==> src/rtl/cnn_result_collector.sv <==
`default_nettype none
// ============================================================================
// Module   : cnn_result_collector
// Brief    : Captures one word from each of NUM_OUTPUTS independent CNN output
//            streams per frame, in any order or skew. Re-emits them as one
//            ordered AXI-stream packet with TLAST, a frame-done pulse and a
//            wrapping frame counter.
// Revision : 1.0 - initial release
// ============================================================================
module cnn_result_collector #(
  parameter int PIXEL_BIT_WIDTH = 16,
  parameter int NUM_OUTPUTS     = 5,
  parameter int FRAME_CNT_WIDTH = 16
) (
  input  logic                                   ap_clk,
  input  logic                                   ap_rst_n,
  input  logic [NUM_OUTPUTS*PIXEL_BIT_WIDTH-1:0] cnn_output_TDATA,
  input  logic [NUM_OUTPUTS-1:0]                 cnn_output_TVALID,
  output logic [NUM_OUTPUTS-1:0]                 cnn_output_TREADY,
  output logic [PIXEL_BIT_WIDTH-1:0]             result_TDATA,
  output logic                                   result_TVALID,
  input  logic                                   result_TREADY,
  output logic                                   result_TLAST,
  output logic                                   frame_done,
  output logic [FRAME_CNT_WIDTH-1:0]             frame_count
);

  localparam int                 c_IDX_W    = (NUM_OUTPUTS > 1) ? $clog2(NUM_OUTPUTS) : 1;
  localparam logic [c_IDX_W-1:0] c_LAST_IDX = c_IDX_W'(NUM_OUTPUTS - 1);

  typedef enum logic [0:0] {
    S_COLLECT = 1'b0,
    S_EMIT    = 1'b1
  } state_t;

  state_t                     r_state;
  logic [NUM_OUTPUTS-1:0]     r_captured;
  logic [PIXEL_BIT_WIDTH-1:0] r_buf [NUM_OUTPUTS];
  logic [c_IDX_W-1:0]         r_idx;
  logic [FRAME_CNT_WIDTH-1:0] r_frame_count;
  logic                       r_frame_done;

  logic                       w_collect;
  logic                       w_emit;
  logic [NUM_OUTPUTS-1:0]     w_capture;
  logic [NUM_OUTPUTS-1:0]     w_captured_nxt;
  logic                       w_last;

  assign w_collect = (r_state == S_COLLECT);
  assign w_emit    = (r_state == S_EMIT);
  assign w_last    = (r_idx == c_LAST_IDX);

  // Uncaptured channels are ready while collecting; held off during reset so
  // nothing upstream is consumed before the block is running.
  assign cnn_output_TREADY = (w_collect && ap_rst_n) ? ~r_captured : '0;

  assign w_capture      = cnn_output_TVALID & cnn_output_TREADY;
  assign w_captured_nxt = r_captured | w_capture;

  // Output side is decoded purely from registers, so it cannot move while stalled.
  assign result_TVALID = w_emit;
  assign result_TLAST  = w_emit && w_last;
  assign result_TDATA  = w_emit ? r_buf[r_idx] : '0;
  assign frame_done    = r_frame_done;
  assign frame_count   = r_frame_count;

  // Collect/emit sequencer: captures per-channel words, then walks them out in channel order.
  always_ff @(posedge ap_clk or negedge ap_rst_n) begin
    if (!ap_rst_n) begin
      r_state       <= S_COLLECT;
      r_captured    <= '0;
      r_idx         <= '0;
      r_frame_count <= '0;
      r_frame_done  <= 1'b0;
      for (int k = 0; k < NUM_OUTPUTS; k++) begin
        r_buf[k] <= '0;
      end
    end else begin
      r_frame_done <= 1'b0;
      case (r_state)
        S_COLLECT: begin
          for (int k = 0; k < NUM_OUTPUTS; k++) begin
            if (w_capture[k]) begin
              r_buf[k] <= cnn_output_TDATA[k*PIXEL_BIT_WIDTH +: PIXEL_BIT_WIDTH];
            end
          end
          r_captured <= w_captured_nxt;
          if (&w_captured_nxt) begin
            r_state <= S_EMIT;
          end
        end
        S_EMIT: begin
          if (result_TREADY) begin
            if (w_last) begin
              r_idx         <= '0;
              r_captured    <= '0;
              r_state       <= S_COLLECT;
              r_frame_count <= r_frame_count + 1'b1;
              r_frame_done  <= 1'b1;
            end else begin
              r_idx <= r_idx + 1'b1;
            end
          end
        end
        default: begin
          r_state <= S_COLLECT;
        end
      endcase
    end
  end

endmodule
`default_nettype wire
==> config.mk <==
export PLATFORM = sky130hd
export DESIGN_NAME = cnn_result_collector
export DESIGN_NICKNAME = d
export VERILOG_FILES = /design/src/rtl/cnn_result_collector.sv
export SDC_FILE = /design/constraint.sdc
export NUM_CORES = 1
export LEC_CHECK = 0
export CORE_UTILIZATION = 49
export CTS_CLUSTER_DIAMETER = 100
export CTS_CLUSTER_SIZE = 25
export DETAILED_ROUTE_END_ITERATION = 8
export PLACE_DENSITY = 0.9
export SLEW_MARGIN = 20
export SYNTH_ARGS = -nofsm -noshare
export SYNTH_HDL_FRONTEND = slang
export SYNTH_SLANG_ARGS = --single-unit
==> constraint.sdc <==
create_clock -name ap_clk -period 3.3 [get_ports ap_clk]
set_clock_uncertainty 0.15 [all_clocks]
set_input_delay 0.99 -clock ap_clk [delete_from_list [all_inputs] [get_ports ap_clk]]
set_output_delay 0.99 -clock ap_clk [all_outputs]
set_load 0.02 [all_outputs]
# Word level (Yosys, flattened, before mapping)
# Cells that the tools add are included.
dict set report word_totals {
  input_bits 88
  out_inout_bits 40
  ff_bits 106
  word_cells 48
}
dict set report classes {
  n_mux 16
  n_reduce_logical 11
  bitwise 5
  order_cmp 1
  n_addsub 2
  eq_ne 3
}
# op count
set op_table {}
lappend op_table {{16-bit binary-select mux with 3-bit select} 1}
lappend op_table {{16-bit two-way mux} 3}
lappend op_table {{16-bit by 1-bit adder with 16-bit output (second input constant)} 1}
lappend op_table {{5-bit two-way mux} 3}
lappend op_table {{2-bit AND reduction} 7}
lappend op_table {{5-bit one-hot mux with 2 select lines} 1}
lappend op_table {{1-bit two-way mux} 6}
lappend op_table {{5-bit AND} 1}
lappend op_table {{5-bit inverter} 1}
lappend op_table {{5-bit OR} 1}
lappend op_table {{5-bit AND reduction} 1}
lappend op_table {{4-bit greater-or-equal comparator (second input constant)} 1}
lappend op_table {{3-bit inverter with 4-bit output} 1}
lappend op_table {{3-bit by 1-bit adder with 3-bit output (second input constant)} 1}
lappend op_table {{3-bit equality test (second input constant)} 1}
lappend op_table {{3-bit two-way mux} 1}
lappend op_table {{3-bit AND reduction} 1}
lappend op_table {{1-bit logical AND} 2}
lappend op_table {{2-bit by 1-bit inequality test with 1-bit output (second input constant)} 1}
lappend op_table {{2-bit inequality test (second input constant)} 1}
lappend op_table {{1-bit one-hot mux with 2 select lines} 1}
lappend op_table {{1-bit inverter} 1}

# Logic depth before layout (Yosys ltp)
dict set report depth {
  depth_word 8
  depth_mapped 8
  mapped_depth_nobuf 6
}

# Least setup slack after synthesis
# Ideal clock, no wire load.
dict set report synth_path {
  kind {register to output}
  startpoint {register r_idx[1]}
  endpoint {output result_TDATA[10]}
  stages_incl_launch_ff 6
  n_path_buf 2
  setup_slack_ns 0.521
  t_arrival_ns 1.639
  path_cell_list {dfrtp_1 clkbuf_1 clkbuf_1 mux4_2 a22oi_1 nor2b_1}
}
dict set report synth_between {
  elab_chain_len 5
}
# item line
set synth_rtl {}
lappend synth_rtl {{from (decl)} 39} ;# logic [c_IDX_W-1:0] r_idx;
lappend synth_rtl {{from (signal assigned)} 101} ;# r_idx <= r_idx + 1'b1;
lappend synth_rtl {{3-bit inverter with 4-bit output (implied by the code)} 63} ;# assign result_TDATA = w_emit ? r_buf[r_idx] : '0;
lappend synth_rtl {{16-bit binary-select mux with 3-bit select} 63}
lappend synth_rtl {{16-bit two-way mux (implied by the code) (2 in a row)} 63}
lappend synth_rtl {{16-bit two-way mux} 63}
lappend synth_rtl {{to (decl)} 20} ;# output logic [PIXEL_BIT_WIDTH-1:0] result_TDATA,
# Every way passes these cells. The select of a mux whose other input is x is not followed.

# Worst setup path in the final report
dict set report layout_path {
  startpoint {register r_idx[0]}
  endpoint {output result_TDATA[14]}
}
# The elaborated chain is that of the path after synthesis.

==> results.md <==
- **Wirelength per Cell** 18.6 um
- **result of the run** finished, final reports clean
- **Static Leakage** 0.00284 uW
- **clock latency of the later-clocked register in the worst-skew pair** 0.36 ns
- **flip-flop and latch count after synthesis** 106
- **Post-Route Setup TNS** 0 ns
- **share of the clock period used by the worst path** 97.4%
- **buffer cell driving the clock tree root** clkbuf_8
- **core area** 9370 um^2
- **synthesis-to-finish area growth** 35.2%
- **post-synthesis instance total** 336
- **number of buffers created by CTS** 9
- **vertical die dimension** 101 um
- **Overflow after GRT** 0
- **count of antenna-violating nets left after detailed routing** 0
- **die footprint** 10,200 um^2
- **Finished Core Util** 69.5%
- **type of the worst min-delay path** reg2reg
- **router iterations before antenna repair** 4
- **worst IR drop on VDD** 0.000415 V
- **clock tree from TritonCTS** yes
- **Data required, critical path** 2.16 ns
- **Initial Util** 51.4%
- **type of the setup path with the least slack** reg2out
- **proportion of synthesized flip-flops having asynchronous set or reset** 100%
- **EDFF count, synth** 0
- **reg-to-reg critical path endpoint** frame_count[15]
- **Period minus WS final** 3.21 ns
- **Switching Share** 33.9%
- **final hold violation count** 0
- **Unique masters post-synth** 34
- **nets@finish** 569
- **sequential group share of total power** 41.8%
- **number of nets in the synthesized netlist** 427
- **violation count after the first detailed-routing iteration** 123
- **clock network fraction of design power** 14.8%
- **initial antenna violation count** 0
- **CP max FO** 6
- **vias in the first global route** 3,465
- **number of setup buffers added after CTS** 0
- **CTS clock-pin slew for the worst setup and hold paths** 0.10 ns
- **combinational group share of total power** 43.4%
- **kind of end point of the critical path** output pin
- **number of vias after detailed routing** 3,305
- **internal power summed over all cells** 3480 uW
- **global placement routability congestion** 0.756
- **Port Buffer Count** 127
- **first-pass GRT wire length** 17,600 um
- **Maximum Capacitance Violations** 0
- **Diodes inserted** 0
- **Yosys warnings** 0
- **post-synthesis sequential area ratio** 55.1%
- **die width** 101 um
- **hold_sp** frame_count[15]
- **ys flop type** dfrtp_1
- **power density of the placed cells** 809 nW/um^2
- **startpoint of the most critical register-to-register path** r_idx[0]
- **Detailed Route WL** 11,400 um
- **fill cell instance count of the final layout** 684
- **transition at the pin with the smallest max-transition slack** 0.750 ns
- **depth of the worst hold-timing path** 1
- **num ports** 128
- **total clock sinks** 106
- **post-synthesis instance area** 4820 um^2
- **Achievable Freq** 311 MHz
- **startpoint types** flop
- **DRC violation count after routing** 0
- **Net Sw Power** 1790 uW
- **buffers from clock root to sink, at most** 2
- **final slew viol count** 0
- **via density per instance** 5.40
- **Worst Path Arrival** 2.07 ns
- **Post-CTS Hold Fix Bufs** 0
- **Max H-tree Level** 3
- **number of placement rows** 35
- **Max-slew headroom** 50.0%
- **GR Util All Layers** 23.4%
- **depth of the worst register-to-register path** 7
- **setup violation total in the final timing report** 0
- **hold worst-path end** frame_count[15]
- **pin count of the biggest net entering global routing** 61
- **DP HPWL** 8280 um
- **post-synthesis average cell area** 14.3 um^2
- **ratio of cells with drive above 1 in the final layout** 29.6%
- **internal reg-to-reg setup slack** 0.90 ns
power by group through the flow:
stage	sequential (uW)	combinational, uW	clock (uW)
after floorplan	2120	1520	0
after global placement	2170	2300	0
after detailed placement	2210	2360	0
after CTS	2190	2250	804
after global routing	2280	2460	852
final	2200	2290	780
repair_timing:
item                                    CTS  global route
gates resized for setup                  16             5
cloned                                    0             1
endpoints found under the setup margin   16             4
cell families (layout without fill, tap and decap cells):
group	Yosys count	count (layout)	share of synthesized area (%)
XOR/XNOR	15	15	2.73
flip-flops	106	106	55.1
AO/OA/AOI/OAI	23	23	3.40
adder cells (fa/ha/maj)	3	3	0.779
AND/OR/NAND/NOR	71	71	9.17
multiplexers	98	98	26.6
buffers and inverters	20	167	2.23
synthesized netlist by cell type (all sizes together), types with 3 or more instances:
master	count	share of area (%)
a22oi	16	2.5
buf	8	1.3
clkbuf	6	0.47
dfrtp	106	55
ha	3	0.78
inv	5	0.39
mux2	82	19
mux4	16	7.5
nand2	9	0.70
nand3	5	0.52
nand4	5	0.78
nor2	20	1.6
nor2b	16	2.1
nor3b	6	2.1
o21ai	3	0.31
xnor2	10	1.8
xor2	5	0.91
final cells by class:
cell class,instances,area [um^2],area share (%)
clock buffer,9,124,1.90
clock inverter,7,68.8,1.06
inverter,6,22.5,0.346
multi-input combinational,210,2060,31.7
sequential,106,2650,40.7
tap,129,161,2.48
timing repair buffer,145,1420,21.8
state kept, by name, indices dropped and copies added (netlist names):
register,flops
result_TVALID,1
r_idx,3
r_captured,5
frame_count,16
frame_done,1
r_buf,80
critical path: stages, from the launching register on:
cell             delay [ns]
dfrtp_2                0.44
buf_12                 0.15
mux4_2                 0.56
a22oi_2                0.22
nor2b_1                0.07
clkdlybuf4s15_1        0.28
placed cells by master (no fill, tap or decap), types with 4 or more instances in the layout:
cell             count
clkdlybuf4s50_1    109
dfrtp_1            105
mux2_2              82
nor2_1              20
mux4_2              16
nor2b_1             16
buf_4               16
a22oi_1             15
dlygate4sd2_1       15
xnor2_1             10
nand2_1              9
clkbuf_8             9
inv_1                5
nor3b_4              5
nand3_1              5
xor2_1               5
nand4_1              4
metal layers:
metal | up-vias | global-route usage (%) | routed length (um)
met5 | - | 0 | 0
met4 | 0 | 7.92 | 159
met3 | 15 | 5.18 | 581
met2 | 107 | 39.1 | 5740
met1 | 1677 | 30.4 | 4890
li1 | 1506 | - | -
metrics by stage:
stage               cells  setup slack (ns)  hold WS [ns]  total power [uW]  area [um^2]
floorplan             336             0.521         0.325              3640         4820
global placement      595             0.194         0.320              4470         6300
detailed placement    595             0.145         0.313              4570         6300
CTS                   611            0.0363         0.338              5240         6480
global route          612          -0.00383         0.375              5590         6520
finish                612            0.0865         0.338              5270         6520
worst max-delay path by stage:
stage | start | to | cells past startpoint
after floorplan | r_idx[1] | result_TDATA[10] | 5
after global placement | ap_rst_n | cnn_output_TREADY[0] | 4
after detailed placement | ap_rst_n | cnn_output_TREADY[1] | 4
after CTS | r_idx[0] | result_TLAST | 5
after global routing | r_idx[0] | result_TDATA[14] | 5
final | r_idx[0] | result_TDATA[14] | 5
Note: power is estimated with default switching activity, not from simulation.
